--- src/rtl/counter_pkg.sv ---
// Shared constants for the multi-channel range counter.
// Mode/direction encodings and default geometry.
package counter_pkg;
   localparam logic MODE_WRAP = 1'b0;
   localparam logic MODE_SAT  = 1'b1;
   localparam logic DIR_UP    = 1'b1;
   localparam logic DIR_DN    = 1'b0;

   localparam int W_DEF    = 4;
   localparam int KMIN_DEF = 1;
   localparam int KMAX_DEF = 2**W_DEF - 1;
endpackage

--- src/rtl/counter_chan.sv ---
// One counter channel: clamped load, wrap/saturate stepping, terminal-count pulse.
// One cycle from ld/en to cnt/tc; no backpressure, a step is taken every enabled cycle.
module counter_chan
   import counter_pkg::*;
#(
   parameter int W    = W_DEF,
   parameter int KMIN = KMIN_DEF,
   parameter int KMAX = KMAX_DEF
) (
   input  logic         clk,
   input  logic         rst,
   input  logic         en,
   input  logic         dir,
   input  logic         sat,
   input  logic         ld,
   input  logic [W-1:0] ld_val,
   output logic [W-1:0] cnt,
   output logic         tc,
   output logic         in_range
);
   // One guard bit so cnt+1 at the top of the counter cannot overflow.
   localparam logic [W:0] LO = (W+1)'(KMIN);
   localparam logic [W:0] HI = (W+1)'(KMAX);

   logic [W:0] cur;
   logic [W:0] ldw;
   logic [W:0] nxt;
   logic       tc_nxt;

   assign cur      = {1'b0, cnt};
   assign ldw      = {1'b0, ld_val};
   assign in_range = (cur >= LO) && (cur <= HI);

   always_comb begin
      nxt    = cur;
      tc_nxt = 1'b0;
      if (ld) begin
         if (ldw < LO)      nxt = LO;
         else if (ldw > HI) nxt = HI;
         else               nxt = ldw;
      end else if (en) begin
         if (dir == DIR_UP) begin
            if (cur >= HI) begin
               tc_nxt = 1'b1;
               nxt    = (sat == MODE_SAT) ? HI : LO;
            end else begin
               nxt = cur + 1'b1;
            end
         end else begin
            if (cur <= LO) begin
               tc_nxt = 1'b1;
               nxt    = (sat == MODE_SAT) ? LO : HI;
            end else begin
               nxt = cur - 1'b1;
            end
         end
      end
   end

   always_ff @(posedge clk or posedge rst) begin
      if (rst) begin
         cnt <= LO[W-1:0];
         tc  <= 1'b0;
      end else begin
         cnt <= nxt[W-1:0];
         tc  <= tc_nxt;
      end
   end
endmodule

--- src/rtl/multi_range_counter.sv ---
// NCH independent range counters sharing clk/rst; prop flags all counts in [KMIN,KMAX].
// One cycle from ld/en to cnt/tc; no backpressure.
module multi_range_counter
   import counter_pkg::*;
#(
   parameter int W    = W_DEF,
   parameter int NCH  = 2,
   parameter int KMIN = KMIN_DEF,
   parameter int KMAX = 2**W - 1
) (
   input  logic             clk,
   input  logic             rst,
   input  logic [NCH-1:0]   en,
   input  logic [NCH-1:0]   dir,
   input  logic [NCH-1:0]   sat,
   input  logic [NCH-1:0]   ld,
   input  logic [NCH*W-1:0] ld_val,
   output logic [NCH*W-1:0] cnt,
   output logic [NCH-1:0]   tc,
   output logic             prop
);
   generate
      if (!(KMIN < KMAX && KMAX <= 2**W - 1 && NCH >= 1)) begin : g_bad_params
         $fatal(1, "multi_range_counter: need KMIN < KMAX <= 2**W-1 and NCH >= 1");
      end
   endgenerate

   logic [NCH-1:0] in_rng;

   for (genvar i = 0; i < NCH; i++) begin : g_chan
      counter_chan #(.W(W), .KMIN(KMIN), .KMAX(KMAX)) u_chan (
         .clk      (clk),
         .rst      (rst),
         .en       (en[i]),
         .dir      (dir[i]),
         .sat      (sat[i]),
         .ld       (ld[i]),
         .ld_val   (ld_val[i*W +: W]),
         .cnt      (cnt[i*W +: W]),
         .tc       (tc[i]),
         .in_range (in_rng[i])
      );
   end

   assign prop = &in_rng;

   prop_a: assert property (@(posedge clk) disable iff (rst) prop);
endmodule

--- config.mk ---
export PLATFORM = sky130hd
export DESIGN_NAME = multi_range_counter
export DESIGN_NICKNAME = d
export VERILOG_FILES = /design/src/rtl/counter_pkg.sv /design/src/rtl/counter_chan.sv /design/src/rtl/multi_range_counter.sv
export SDC_FILE = /design/constraint.sdc
export NUM_CORES = 1
export LEC_CHECK = 0
export CAP_MARGIN = 20
export CORE_MARGIN = 2
export CORE_UTILIZATION = 25
export CTS_BUF_LIST = sky130_fd_sc_hd__clkbuf_4
export CTS_CLUSTER_SIZE = 25
export DETAILED_ROUTE_END_ITERATION = 12
export HOLD_SLACK_MARGIN = 0.15
export MAX_ROUTING_LAYER = met4
export PLACE_DENSITY = 0.56
export SYNTH_ARGS = -nofsm -noshare
export SYNTH_HDL_FRONTEND = slang
export SYNTH_SLANG_ARGS = --single-unit
--- constraint.sdc ---
create_clock -name clk -period 4.15 [get_ports clk]
set_clock_uncertainty 0.2 [all_clocks]
set_input_delay 0.83 -clock clk [delete_from_list [all_inputs] [get_ports clk]]
set_output_delay 0.83 -clock clk [all_outputs]
set_load 0.01 [all_outputs]
==> flow_summary.yaml, run 1 <==
run_status:
  status: "completed"
pwr:
  p_per_area_nw_per_um2: 270.5
  peakVddDrop_uv: 140.7
  p_comb_share_pct: 42.3
  p_int_mw: 0.2199
  switchingPower_mw: 0.1258
  clockPowerShare_pct: 18.0
  p_seq_share_pct: 39.7
  cellLeakagePower_nw: 0.5121
  switching_share_pct: 36.39
worst_hold_path:
  hold_depth: 2
  hp-class: "flop to flop"
synth:
  synth_seq_cells: 10
  synthCells: 124
  yosysTopAreaCell: "dfrtp_1"
  synth_edf_count: 0
  synthArstFlopShare_pct: 100.0
  synth-warning-count: 0
  ys_top_cells_by_area: "dfrtp_1, ha_1, dfstp_2"
  yosys.cell_types.count: 42
  synth_area_per_cell_um2: 7.961
  synth_fp_nets: 148
  synth_area_um2: 987.2
  synth_top_area_share_pct: 20.28
  ys_seq_area_share_pct: 25.60
  synth_flop_cell: "dfrtp_1"
placement:
  dp_hpwl_um: 1917
  placedCellCount: 188
  dpl_worst_slack_ps: 1397
  placed_cell_area_um2: 1255
  io_buffers: 28
  gp_congestion: 1.033
worst_setup_path:
  cp-start-kind: "flop"
  crit_type: "flop to output port"
  required_ps: 3120
  crit_path_max_fanout: 9
  arrival_ps: 1990
  path_cells: "inv_1, ha_1, nor4b_1, nor2_1, clkdlybuf4s50_1"
  worst_setup_path_end_kind: "output port"
  critPathSlowestCell: "dfstp_2"
  reg2reg_depth: 6
  max_stage_delay_ps: 610
flow_run:
  maxCapViolCount: 0
clock_tree:
  clk_path_buf_depth: 2
  clk_pin_slew_worst_paths_ps: 50
  htree_num_levels: 1
  clk_latency_ps: 260
  cts.sinks: 10
  post-cts-setup-buffers: 0
  cts-buffers-inserted: 3
  cts_resized: 0
  clock-root-buffer: "clkbuf_4"
  cts_hold_buf: 0
  cts_tree: "yes"
cells_and_area:
  n_antenna_cell: 0
  seqCellArea_um2: 252.7
  final_util_pct: 34.38
  layout.nets: 169
  layout-drive-gt1-share_pct: 6.294
  stdcell_area_um2: 1277
  final.fill_count: 394
  multi_input_area_um2: 631.9
  layout.cells.non_filler: 191
  syn2layout_area_growth_pct: 29.40
timing:
  tightest_slew_ps: 540.2
  slew_headroom_pct: 63.06
  period_share_pct: 72.74
  final-max-slew-violation-count: 0
  setup_slack_ps: 1131
  hold_viol: 0
  timing.fmax_ghz: 0.3313
  fin_tns_setup_ps: 0
  setup_violations: 0
  grt_setup_unrepaired: "false"
  period_minus_slack_ps: 3019
detailed_routing:
  dr.pass1.iters: 4
  wire_per_inst_um: 13.30
  drtIter0Drc: 73
  ant_nets: 0
  vias: 1009
  routed_wl_um: 2540
  drc: 0
  viasPerCell: 5.283
die:
  start_util_pct: 26.57
  die_h_um: 66.84
  core_um2: 3716
  die_area_um2: 4468
  fp.dieW_um: 66.84
  rows: 22
  num_io_pins: 29
global_routing:
  grt_util_all_layers_pct: 12.20
  antenna_found_initial: 0
  met2_usage_pct: 19.63
  grt_pass1_vias: 911
  overflow: 0
  grt.busiest_layer: "met2"
  grt_use_met1_pct: 14.23
  use_met3_pct: 3.547
  grt_pass1_wl_um: 4022
  grt_max_degree: 17
==> layer usage <==
| metal | routed length (µm) | share of wire (%) |
|---|---|---|
| met5 | 0 | 0 |
| met3 | 216 | 8.5 |
| met4 | 71 | 2.8 |
| met1 | 1132 | 45 |
| met2 | 1119 | 44 |
==> Yosys cell counts, types with 2 or more instances <==
library cell	count
nand4b_1	2
a21o_1	2
inv_1	8
nor3b_1	4
nand2_1	7
o31a_1	2
nand2b_1	2
buf_4	3
nand4_1	2
nand3_1	4
clkbuf_1	5
nor4_1	7
and3_1	2
nor3_1	4
o21ai_0	3
dfrtp_1	8
a21oi_1	10
nor2_1	12
o31ai_1	5
ha_1	6
mux2_2	2
buf_6	2
mux2i_1	2
dfstp_2	2
==> metrics by stage <==
step	power [mW]	hold WS, ps
global placement	0.2810	391.1
global route	0.3718	417.0
floorplan	0.2279	372.8
finish	0.3456	397.6
CTS	0.3474	397.6
detailed placement	0.2835	388.4
==> sequential cells by signal, indices dropped and copies added, names as in the netlist <==
| register | count |
|---|---|
| g_chan.u_chan.cnt | 8 |
| g_chan.u_chan.tc | 2 |
==> power groups by stage <==
stage	Clock [mW]	Sequential, mW	Combinational, mW
after floorplan	0	0.128	0.0997
after global placement	0	0.137	0.144
after detailed placement	0	0.138	0.145
after CTS	0.0647	0.137	0.146
after global routing	0.0720	0.140	0.160
final	0.0622	0.137	0.146
==> critical path, delay by kind of cell, from the launching register on <==
kind                     cells  cell delay, ps
flip-flops                   1             610
buffers and inverters        2             600
adder cells (fa/ha/maj)      1             250
AND/OR/NAND/NOR              2             260
==> area by class of cell <==
type | instances | share of cell area (%)
multi-input combinational | 94 | 49.46
timing repair buffer | 28 | 21.94
sequential | 10 | 19.78
tap | 48 | 4.701
inverter | 8 | 2.351
clock buffer | 3 | 1.763
==> cell usage in the layout, fill, tap and decap left out, types with 3 or more instances in the layout <==
master           netlist  routed
a21oi_1               10      10
clkbuf_4               0       3
clkdlybuf4s50_1        0      28
dfrtp_1                8       8
ha_1                   6       6
inv_1                  8       8
nand2_1                7       7
nand3_1                4       4
nor2_1                12      12
nor3_1                 4       4
nor3b_1                4       4
nor4_1                 7       7
o21ai_0                3       3
o31ai_1                5       5
==> cells by family after synthesis <==
logic type	after synthesis	synth area share (%)
AO/OA/AOI/OAI	33	24.21
adder cells (fa/ha/maj)	6	7.604
buffers and inverters	20	10.39
flip-flops	10	25.60
multiplexers	4	4.309
AND/OR/NAND/NOR	51	27.89
==> path summary, 6_finish.rpt <==
kind,start,endpoint,slack (ps)
max reg2reg,g_chan[0].u_chan.cnt[0],g_chan[0].u_chan.cnt[3],1890
max in group asynchronous,rst,g_chan[0].u_chan.cnt[0],2810
max,g_chan[0].u_chan.cnt[0],prop,1130
min,g_chan[0].u_chan.cnt[0],g_chan[0].u_chan.cnt[0],400
min reg2reg,g_chan[0].u_chan.cnt[0],g_chan[0].u_chan.cnt[0],400
min in group asynchronous,rst,g_chan[1].u_chan.tc,630
Note: power is estimated with default switching activity, not from simulation.
==> run 2, diff against run 1 <==
--- a/config.mk
+++ b/config.mk
@@ -13,7 +13,7 @@
 export DETAILED_ROUTE_END_ITERATION = 12
 export HOLD_SLACK_MARGIN = 0.15
 export MAX_ROUTING_LAYER = met4
-export PLACE_DENSITY = 0.56
+export PLACE_DENSITY = 0.57
 export SYNTH_ARGS = -nofsm -noshare
 export SYNTH_HDL_FRONTEND = slang
 export SYNTH_SLANG_ARGS = --single-unit
==> constraint.sdc (replaced) <==
create_clock -name clk -period 2.7 [get_ports clk]
set_clock_uncertainty 0.2 [all_clocks]
set_input_delay 0.54 -clock clk [delete_from_list [all_inputs] [get_ports clk]]
set_output_delay 0.54 -clock clk [all_outputs]
set_load 0.01 [all_outputs]
==> flow_summary.yaml, run 2 (synthesis results as in run 1) <==
detailed_routing:
  drtIter0Drc: 90
  dr.pass1.iters: 4
  wire_per_inst_um: 13.74
  drc: 0
  vias: 1075
  ant_nets: 0
  viasPerCell: 5.402
  routed_wl_um: 2734
timing:
  setup_slack_ps: 396.7
  setup_violations: 0
  hold_viol: 0
  tightest_slew_ps: 539.9
  grt_setup_unrepaired: "false"
  fin_tns_setup_ps: 0
  timing.fmax_ghz: 0.4342
  period_share_pct: 85.31
  period_minus_slack_ps: 2303
  slew_headroom_pct: 63.07
  final-max-slew-violation-count: 0
clock_tree:
  clock-root-buffer: "clkbuf_4"
  clk_pin_slew_worst_paths_ps: 50
  clk_path_buf_depth: 2
  htree_num_levels: 1
  cts-buffers-inserted: 3
  cts.sinks: 10
  cts_tree: "yes"
  clk_latency_ps: 250
cells_and_area:
  final_util_pct: 36.30
  n_antenna_cell: 0
  reg_top3: "g_chan.u_chan.cnt (8), g_chan.u_chan.tc (2)"
  largest_reg_flops: 8
  final_cell_mix: "clkdlybuf4s50_1, nor2_1, a21oi_1"
  layout.nets: 177
  final_common_cell: "clkdlybuf4s50_1"
  regMostFlops: "g_chan.u_chan.cnt"
  final.fill_count: 403
  syn2layout_area_growth_pct: 36.63
  stdcell_area_um2: 1349
  layout-drive-gt1-share_pct: 13.25
worst_setup_path:
  worst_setup_path_end_kind: "output port"
  max_stage_delay_ps: 550
  cpMostUsedCell: "buf_4"
  crit_start: "g_chan[0].u_chan.cnt[0]"
  path_cells: "buf_4, buf_4, clkdlybuf4s50_1"
  cp-start-kind: "flop"
  critPathSlowestCell: "clkdlybuf4s50_1"
  crit_path_max_fanout: 7
  crit-reg2reg-launch: "g_chan[0].u_chan.cnt[0]"
  required_ps: 1960
  path_buf_inv: 3
  crit_family: "buffers and inverters"
  arrival_ps: 1560
  crit_type: "flop to output port"
pwr:
  peakVddDrop_uv: 287.0
  p_int_mw: 0.3558
  switching_share_pct: 35.67
  cellLeakagePower_nw: 0.5521
  switchingPower_mw: 0.1973
  p_comb_share_pct: 50.4
  clockPowerShare_pct: 16.4
  p_per_area_nw_per_um2: 410.1
  p_seq_share_pct: 33.2
die:
  rows: 22
  fp.dieW_um: 66.84
  num_io_pins: 29
  die_area_um2: 4468
  die_h_um: 66.84
  start_util_pct: 26.57
  core_um2: 3716
placement:
  io_buffers: 28
  dp_hpwl_um: 2048
  gp_congestion: 0.9832
  dpl_worst_slack_ps: 233.0
  placed_cell_area_um2: 1300
global_routing:
  grt_max_degree: 16
  grt_pass1_vias: 979
  grt_pass1_wl_um: 4347
  overflow: 0
  antenna_found_initial: 0
  grt_util_all_layers_pct: 12.87
flow_run:
  maxCapViolCount: 0
run_status:
  status: "completed"
worst_hold_path:
  hp-class: "input pin to async pin"
run 2: cell types whose count changed in the layout (fill, tap and decap cells not counted):
cell | before | now
buf_4 | 0 | 8
clkdlybuf4s50_1 | 28 | 27
dfrtp_1 | 8 | 6
dfrtp_2 | 0 | 2
dlymetal6s2s_1 | 0 | 1
nor4b_1 | 1 | 0
nor4b_2 | 0 | 1
run 2: path summary, 6_finish.rpt:
| check | slack (ps) | end | depth (start not counted) |
|---|---|---|---|
| min in group clk | 480 | g_chan[0].u_chan.cnt[1] | 2 |
| worst max-delay path | 400 | cnt[0] | 3 |
| worst max register to register | 570 | g_chan[0].u_chan.cnt[3] | 6 |
| max in group asynchronous | 1650 | g_chan[1].u_chan.cnt[0] | 2 |
| worst min-delay path | 350 | g_chan[0].u_chan.tc | 2 |
| worst min register to register | 480 | g_chan[0].u_chan.cnt[1] | 2 |
run 2: final cells by class:
class                      instances  area, µm²  share of cell area (%)
multi-input combinational         94      638.1                   47.31
clock buffer                       3      22.52                   1.670
sequential                        10      255.2                   18.92
timing repair buffer              36      342.8                   25.42
inverter                           8      30.03                   2.226
tap                               48      60.06                   4.453
run 2: through the flow:
step	std cells	hold WS (ps)	total power [mW]
2_1_floorplan	124	178.7	0.3503
3_3_place_gp	194	390.7	0.4468
3_5_place_dp	194	400.0	0.4533
4_1_cts	199	359.8	0.5526
5_1_grt	199	377.8	0.5958
6_report	199	351.2	0.5531
run 2: what timing repair did:
item	4_1_cts	5_1_grt
setup buffers	2	0
endpoints found under the setup margin	1	1
hold buffers	0	0
gates resized for setup	0	4
run 2: power by group through the flow:
stage | sequential, mW | clock, mW | combinational, mW
4_1_cts | 0.182 | 0.0956 | 0.275
3_3_place_gp | 0.187 | 0 | 0.259
2_1_floorplan | 0.197 | 0 | 0.153
6_report | 0.184 | 0.0907 | 0.279
3_5_place_dp | 0.188 | 0 | 0.265
5_1_grt | 0.186 | 0.104 | 0.305
run 2: routing by layer:
metal  up-vias  routed length [µm]  global-route usage, %
met2        63                1342                  21.88
met3         8                 194                  2.872
met1       488                1131                  15.01
li1        516                   -                      -
met5         -                   0                      -
met4         0                  65                  4.337
